### src/rtl/wavetable_reader.sv
// Wavetable read client: fetches one entry, crossfades left/right by factor, hands out a sample.
// Optional macro WAVETABLE_READER_SCAN_EN adds a scan input that self-issues sequential fetches.
module wavetable_reader #(
    parameter int unsigned TABLE_SIZE = 61,
    parameter int unsigned ADDR_W     = 6,
    parameter int unsigned DATA_W     = 8
) (
    input  logic              clk,
    input  logic              rst,
    input  logic              req_valid,
    input  logic [ADDR_W-1:0] req_index,
    output logic              req_ready,
    input  logic              ram_busy,
    output logic              ram_re,
    output logic [ADDR_W-1:0] ram_addr,
    input  logic [DATA_W-1:0] ram_left,
    input  logic [DATA_W-1:0] ram_right,
    input  logic [DATA_W-1:0] ram_factor,
    output logic              out_valid,
    input  logic              out_ready,
    output logic [DATA_W-1:0] out_sample,
`ifdef WAVETABLE_READER_SCAN_EN
    input  logic              scan,
`endif
    output logic              out_err
);

    localparam int unsigned PW = 2 * DATA_W + 1;
    localparam logic [ADDR_W-1:0] LastIdx = ADDR_W'(TABLE_SIZE - 1);

    typedef enum logic [2:0] {StIdle, StRead, StCapture, StMix, StOut} state_e;

    state_e            state_q, state_d;
    logic [ADDR_W-1:0] idx_q, idx_d;
    logic              err_q, err_d;
    logic [DATA_W-1:0] left_q, left_d;
    logic [DATA_W-1:0] right_q, right_d;
    logic [DATA_W-1:0] factor_q, factor_d;
    logic [DATA_W-1:0] sample_q, sample_d;
    logic              out_err_q, out_err_d;
`ifdef WAVETABLE_READER_SCAN_EN
    logic [ADDR_W-1:0] ptr_q, ptr_d;
`endif

    logic signed [DATA_W:0] diff;
    logic signed [PW-1:0]   prod;
    logic [DATA_W-1:0]      mix;

    // Result is always in range, so modulo-2^DATA_W addition of the shifted term is exact.
    assign diff = $signed({1'b0, right_q}) - $signed({1'b0, left_q});
    assign prod = PW'(diff) * PW'($signed({1'b0, factor_q}));
    assign mix  = left_q + DATA_W'(prod >>> DATA_W);

    always_comb begin
        state_d   = state_q;
        idx_d     = idx_q;
        err_d     = err_q;
        left_d    = left_q;
        right_d   = right_q;
        factor_d  = factor_q;
        sample_d  = sample_q;
        out_err_d = out_err_q;
`ifdef WAVETABLE_READER_SCAN_EN
        ptr_d     = ptr_q;
`endif
        req_ready = 1'b0;
        ram_re    = 1'b0;
        unique case (state_q)
            StIdle: begin
                req_ready = 1'b1;
                if (req_valid) begin
                    if (32'(req_index) >= TABLE_SIZE) begin
                        idx_d = LastIdx;
                        err_d = 1'b1;
                    end else begin
                        idx_d = req_index;
                        err_d = 1'b0;
                    end
                    state_d = StRead;
                end
`ifdef WAVETABLE_READER_SCAN_EN
                else if (scan) begin
                    idx_d   = ptr_q;
                    err_d   = 1'b0;
                    ptr_d   = (ptr_q == LastIdx) ? '0 : ptr_q + 1'b1;
                    state_d = StRead;
                end
`endif
            end
            StRead: begin
                ram_re = 1'b1;
                // A RAM write in the same cycle drops our read; retry until it goes through.
                if (!ram_busy) begin
                    state_d = StCapture;
                end
            end
            StCapture: begin
                left_d   = ram_left;
                right_d  = ram_right;
                factor_d = ram_factor;
                state_d  = StMix;
            end
            StMix: begin
                sample_d  = mix;
                out_err_d = err_q;
                state_d   = StOut;
            end
            StOut: begin
                if (out_ready) begin
                    state_d = StIdle;
                end
            end
            default: state_d = StIdle;
        endcase
    end

    always_ff @(posedge clk or posedge rst) begin
        if (rst) begin
            state_q   <= StIdle;
            idx_q     <= '0;
            err_q     <= 1'b0;
            left_q    <= '0;
            right_q   <= '0;
            factor_q  <= '0;
            sample_q  <= '0;
            out_err_q <= 1'b0;
        end else begin
            state_q   <= state_d;
            idx_q     <= idx_d;
            err_q     <= err_d;
            left_q    <= left_d;
            right_q   <= right_d;
            factor_q  <= factor_d;
            sample_q  <= sample_d;
            out_err_q <= out_err_d;
        end
    end

`ifdef WAVETABLE_READER_SCAN_EN
    always_ff @(posedge clk or posedge rst) begin
        if (rst) begin
            ptr_q <= '0;
        end else begin
            ptr_q <= ptr_d;
        end
    end
`endif

    assign ram_addr   = idx_q;
    assign out_valid  = (state_q == StOut);
    assign out_sample = sample_q;
    assign out_err    = out_err_q;

endmodule

### config.mk
export PLATFORM = sky130hd
export DESIGN_NAME = wavetable_reader
export DESIGN_NICKNAME = d
export VERILOG_FILES = /design/src/rtl/wavetable_reader.sv
export SDC_FILE = /design/constraint.sdc
export NUM_CORES = 1
export LEC_CHECK = 0
export CAP_MARGIN = 5
export CORE_MARGIN = 3
export CORE_UTILIZATION = 50
export CTS_CLUSTER_SIZE = 28
export DETAILED_ROUTE_END_ITERATION = 7
export GPL_ROUTABILITY_DRIVEN = 1
export PLACE_DENSITY = 0.7
export SYNTH_ARGS = -nofsm -noshare
export SYNTH_HDL_FRONTEND = slang
export SYNTH_SLANG_ARGS = --single-unit
### constraint.sdc
create_clock -name clk -period 14.45 [get_ports clk]
set_input_delay 2.1675 -clock clk [delete_from_list [all_inputs] [get_ports clk]]
set_output_delay 2.1675 -clock clk [all_outputs]
set_load 0.01 [all_outputs]
# Yosys cells after proc, flatten, opt, wreduce, memory -nomap -nowiden
# Cells that the tools add are included.
[word_totals]
reg_bits = 43
input_bits = 35
output_inout_bits = 18
word_cells = 30
[classes]
add_sub_neg = 2
multipliers = 1
magnitude_cmp = 1
eq_ne = 7
mux = 8
n_reduce_logical = 3
[ops]
columns = ["op", "n"]
rows = [
  ["9-bit by 9-bit multiplier with 16-bit output", 1],
  ["3-bit case mux with 5 select lines", 1],
  ["3-bit 2-to-1 mux", 3],
  ["8-bit by 8-bit subtractor with 9-bit output", 1],
  ["8-bit adder", 1],
  ["3-bit by 2-bit == test with 1-bit output (second input constant)", 2],
  ["6-bit >= comparator (second input constant)", 1],
  ["6-bit 2-to-1 mux", 1],
  ["2-bit != test (second input constant)", 2],
  ["3-bit by 1-bit == test with 1-bit output (second input constant)", 1],
  ["3-bit == test (second input constant)", 1],
  ["3-bit zero test", 1],
  ["1-bit 2-to-1 mux", 3],
  ["3-bit AND reduction", 1],
  ["2-bit by 1-bit != test with 1-bit output (second input constant)", 1],
  ["2-bit AND reduction", 1],
]

# Logic depth before layout (Yosys ltp)
[logic_depth]
word_depth = 3
depth_mapped = 33
ltp_nobuf = 32

# Worst setup path before layout
# OpenSTA, ideal clock, no wires.
[synth_timing]
kind = "register -> register"
startpoint = "reg left_q[0]"
endpoint = "reg sample_q[7] (netlist: out_sample[7])"
setup_ps = 129
t_arrival_ps = 6645
required_time_ps = 14321
setup_slack_ps = 7675
path_stages_with_launch = 32
path_buffers = 0
synth_period_minus_slack_ps = 6775
cell_sequence = "dfrtp_1 ha_1 fa_1 nor2b_1 o21ai_1 a21oi_1 a211o_1 xor2_1 nand2_1 fa_1 inv_1 fa_1 inv_1 fa_1 fa_1 inv_1 ha_1 o21a_1 o21ai_0 o21bai_1 a21oi_2 o21bai_2 a21oi_2 xnor2_1 ha_1 o21a_1 o21a_1 o22ai_1 xnor2_1 xnor2_1 xnor2_1 o21ai_1"
[synth_via]
elab_chain_len = 3
[synth_rtl]
columns = ["element", "line_no", "rtl"]
rows = [
  ["start, declared", "36", "logic [DATA_W-1:0] left_q, left_d;"],
  ["start signal, assigned", "131", "left_q <= left_d;"],
  ["8-bit by 8-bit subtractor with 9-bit output", "50", "assign diff = $signed({1'b0, right_q}) - $signed({1'b0, left_q});"],
  ["9-bit by 9-bit multiplier with 16-bit output", "51", "assign prod = PW'(diff) * PW'($signed({1'b0, factor_q}));"],
  ["8-bit adder (*)", "52", "assign mix = left_q + DATA_W'(prod >>> DATA_W);"],
  ["end signal, assigned", "134", "sample_q <= sample_d;"],
  ["end, declared", "39", "logic [DATA_W-1:0] sample_q, sample_d;"],
]
# Mark *: on every way between the ends. The rest lies on a longest branch, timed or not.
# A chain may end at the register's enable or synchronous reset.

# Final worst setup path
[layout_timing]
startpoint = "reg left_q[1]"
endpoint = "reg sample_q[7] (netlist: out_sample[7])"
# The elaborated chain is that of the path after synthesis.

==> impl_metrics.toml <==
[timing]
rsz0062_at_grt = "no"
hold_ws_ps = 491.0
slew_viol_final = 0
slew-limit-headroom = 0.5138
fmax_ghz = 0.1336
finalSetupViolCount = 0
max_slew.worst_pin.slew_ps = 724.0
setup_tns_ps = 0
hold_viol = 0
period_minus_slack_ps = 7483
skew_ps = 9.109
period_share = 0.5179

[drt]
via_count = 3390
wl_per_cell_um = 15.10
drc = 0
viasPerCell = 5.289
dr.pass1.iters = 4
drtIter0Drc = 123
wl_um = 9679
ant_nets = 0

[cts]
ctsHoldBuffers = 0
clockRootBuffer = "clkbuf_8"
cts_setup_buffers = 0
ctsResizeCount = 0
clk_path_buf_depth = 2
numCtsBuffers = 5
clk_latency_ps = 300
cts_tree = "built"
htreeDepth = 2
path_clk_slew_ps = 90
cts_sinks = 43

[floorplan]
die_w_um = 102.9
pin_count = 53
dieHeight_um = 102.9
start_util = 0.5254
rows = 34
die_area_sq_um = 10590
core_sq_um = 8934

[worst_setup_path]
cp_slowest_cell = "fa_1"
arrival_ps = 7650
worstPathMaxFanout = 8
critPathRequiredTime_ps = 14620
cp-start-kind = "flop"
slowest_delay_ps = 550
crit_type = "flop to flop"
worstSetupEndpointType = "flop"
rr_worst_depth = 32

[global_routing]
grt_pass1_wl_um = 17080
grt_util_all_layers = 0.2027
overflow = 0
grt_max_degree = 44
grt_pass1_vias = 3713
antenna_found_initial = 0

[synth]
synth_compound_area_frac = 0.09038
synth_xor_xnor_area_share = 0.04852
postSynthAreaPerCell_sq_um = 9.637
yosys_register_bits = 43
yosys-top-cells-count = "inv_1 (97), fa_1 (56), nand2_1 (49), dfrtp_1 (43), ha_1 (43)"
synth.net_count = 621
synthArstFlopShare = 1.000
synth_top_family_by_area = "adder cells"
synth_edf_count = 0
synth-simple-area-share = 0.1338
ys_warn_count = 0
yosysMostFrequentCell = "inv_1"
syn_inst = 487
synth_top_cell_area_share = 0.2389
ys_top_cells_by_area = "fa_1 (24%), dfrtp_1 (23%), ha_1 (11%)"
synth_top_cell_by_area = "fa_1"
yosys_most_used_dff = "dfrtp_1"
ys_seq_area_frac = 0.2293
syn_area_sq_um = 4693
muxShareOfSynthArea = 0.05279
synth_fa_ha_area_frac = 0.3535
synth.distinct_cells = 46

[run_status]
status = "finished clean"

[min_path]
holdCritPathClass = "flop to flop"
min_path_cells = 2

[cells_and_area]
num_antenna_cells = 0
fillers = 772
fin_cells = 641
regArea_sq_um = 1076
drive_above_1_share = 0.07505
areaGrowthSynthToFinish_pct = 15.52
multi_input_area_sq_um = 3189
fin_area_sq_um = 5421
num-nets-final = 666

[placement]
io_buffers = 52
dp_cells = 633
gp_congestion = 0.8766
post-dp-hpwl_um = 8080
place_area_sq_um = 5300

[run]
cap_violations = 0
[flip-flops by register name, summed over array words and instances, names as in the netlist]
name,flops
factor_q,8
left_q,8
out_sample,8
right_q,8
ram_addr,6
state_q,3
err_q,1
out_err,1
[worst max-delay path: cells and delay by family, from the launching register on]
kind                       cells  cell delay (ps)
buffers and inverters          4              250
adders and majority gates      7             2920
xor gates and xnor gates       5             1080
AOI/OAI and AO/OA             13             2230
and+or+nand+nor                3              410
DFF                            1              430
[layer usage]
| layer | GRT usage | part of all wire | vias to the layer above |
|---|---|---|---|
| met5 | 0 | 0 | - |
| met4 | 0.04084 | 0.014 | 0 |
| met3 | 0.03857 | 0.036 | 14 |
| met2 | 0.3532 | 0.51 | 69 |
| met1 | 0.2645 | 0.44 | 1689 |
| li1 | - | - | 1618 |
[kinds of logic after synthesis]
family                   Yosys count
AO/OA/AOI/OAI                     63
XOR/XNOR                          26
adder cells (fa/ha/maj)           99
buffers and inverters            113
flip-flops                        43
multiplexers                      22
AND/OR/NAND/NOR                  121
[stage by stage]
stage / utilization / worst slack [ps]
finish: 0.6069 / 6967
global route: 0.6069 / 6408
detailed placement: 0.5933 / 7026
global placement: 0.5933 / 7133
CTS: 0.6069 / 6990
floorplan: - / 7675
[layout make-up]
class,count,area share
sequential,43,0.1985
multi-input combinational,331,0.5883
tap,108,0.02493
clock inverter,2,0.007154
timing repair buffer,54,0.09878
inverter,97,0.06716
clock buffer,6,0.01523
[cells in the final DEF (no fill, tap or decap), drive strengths merged, types with 4 or more instances in the layout]
cell           count
a21o               5
a21oi             12
and2              22
clkbuf             6
clkdlybuf4s50     52
dfrtp             43
fa                56
ha                43
inv               97
mux2              22
nand2             49
nand2b             9
nand3              6
nor2               8
nor2b             10
o21ai             27
o21bai             4
xnor2             18
xor2               8
[worst paths after layout]
check	from	endpoint	slack (ps)
max reg2reg	left_q[1]	out_sample[7]	6970
max in group asynchronous	rst	right_q[1]	11770
min in group asynchronous	rst	ram_addr[3]	2300
min	out_sample[4]	out_sample[4]	490
max	left_q[1]	out_sample[7]	6970
min reg2reg	out_sample[4]	out_sample[4]	490
Power is not shown: default switching activity piles up to over one toggle a cycle in this logic, so the estimate is an artifact.
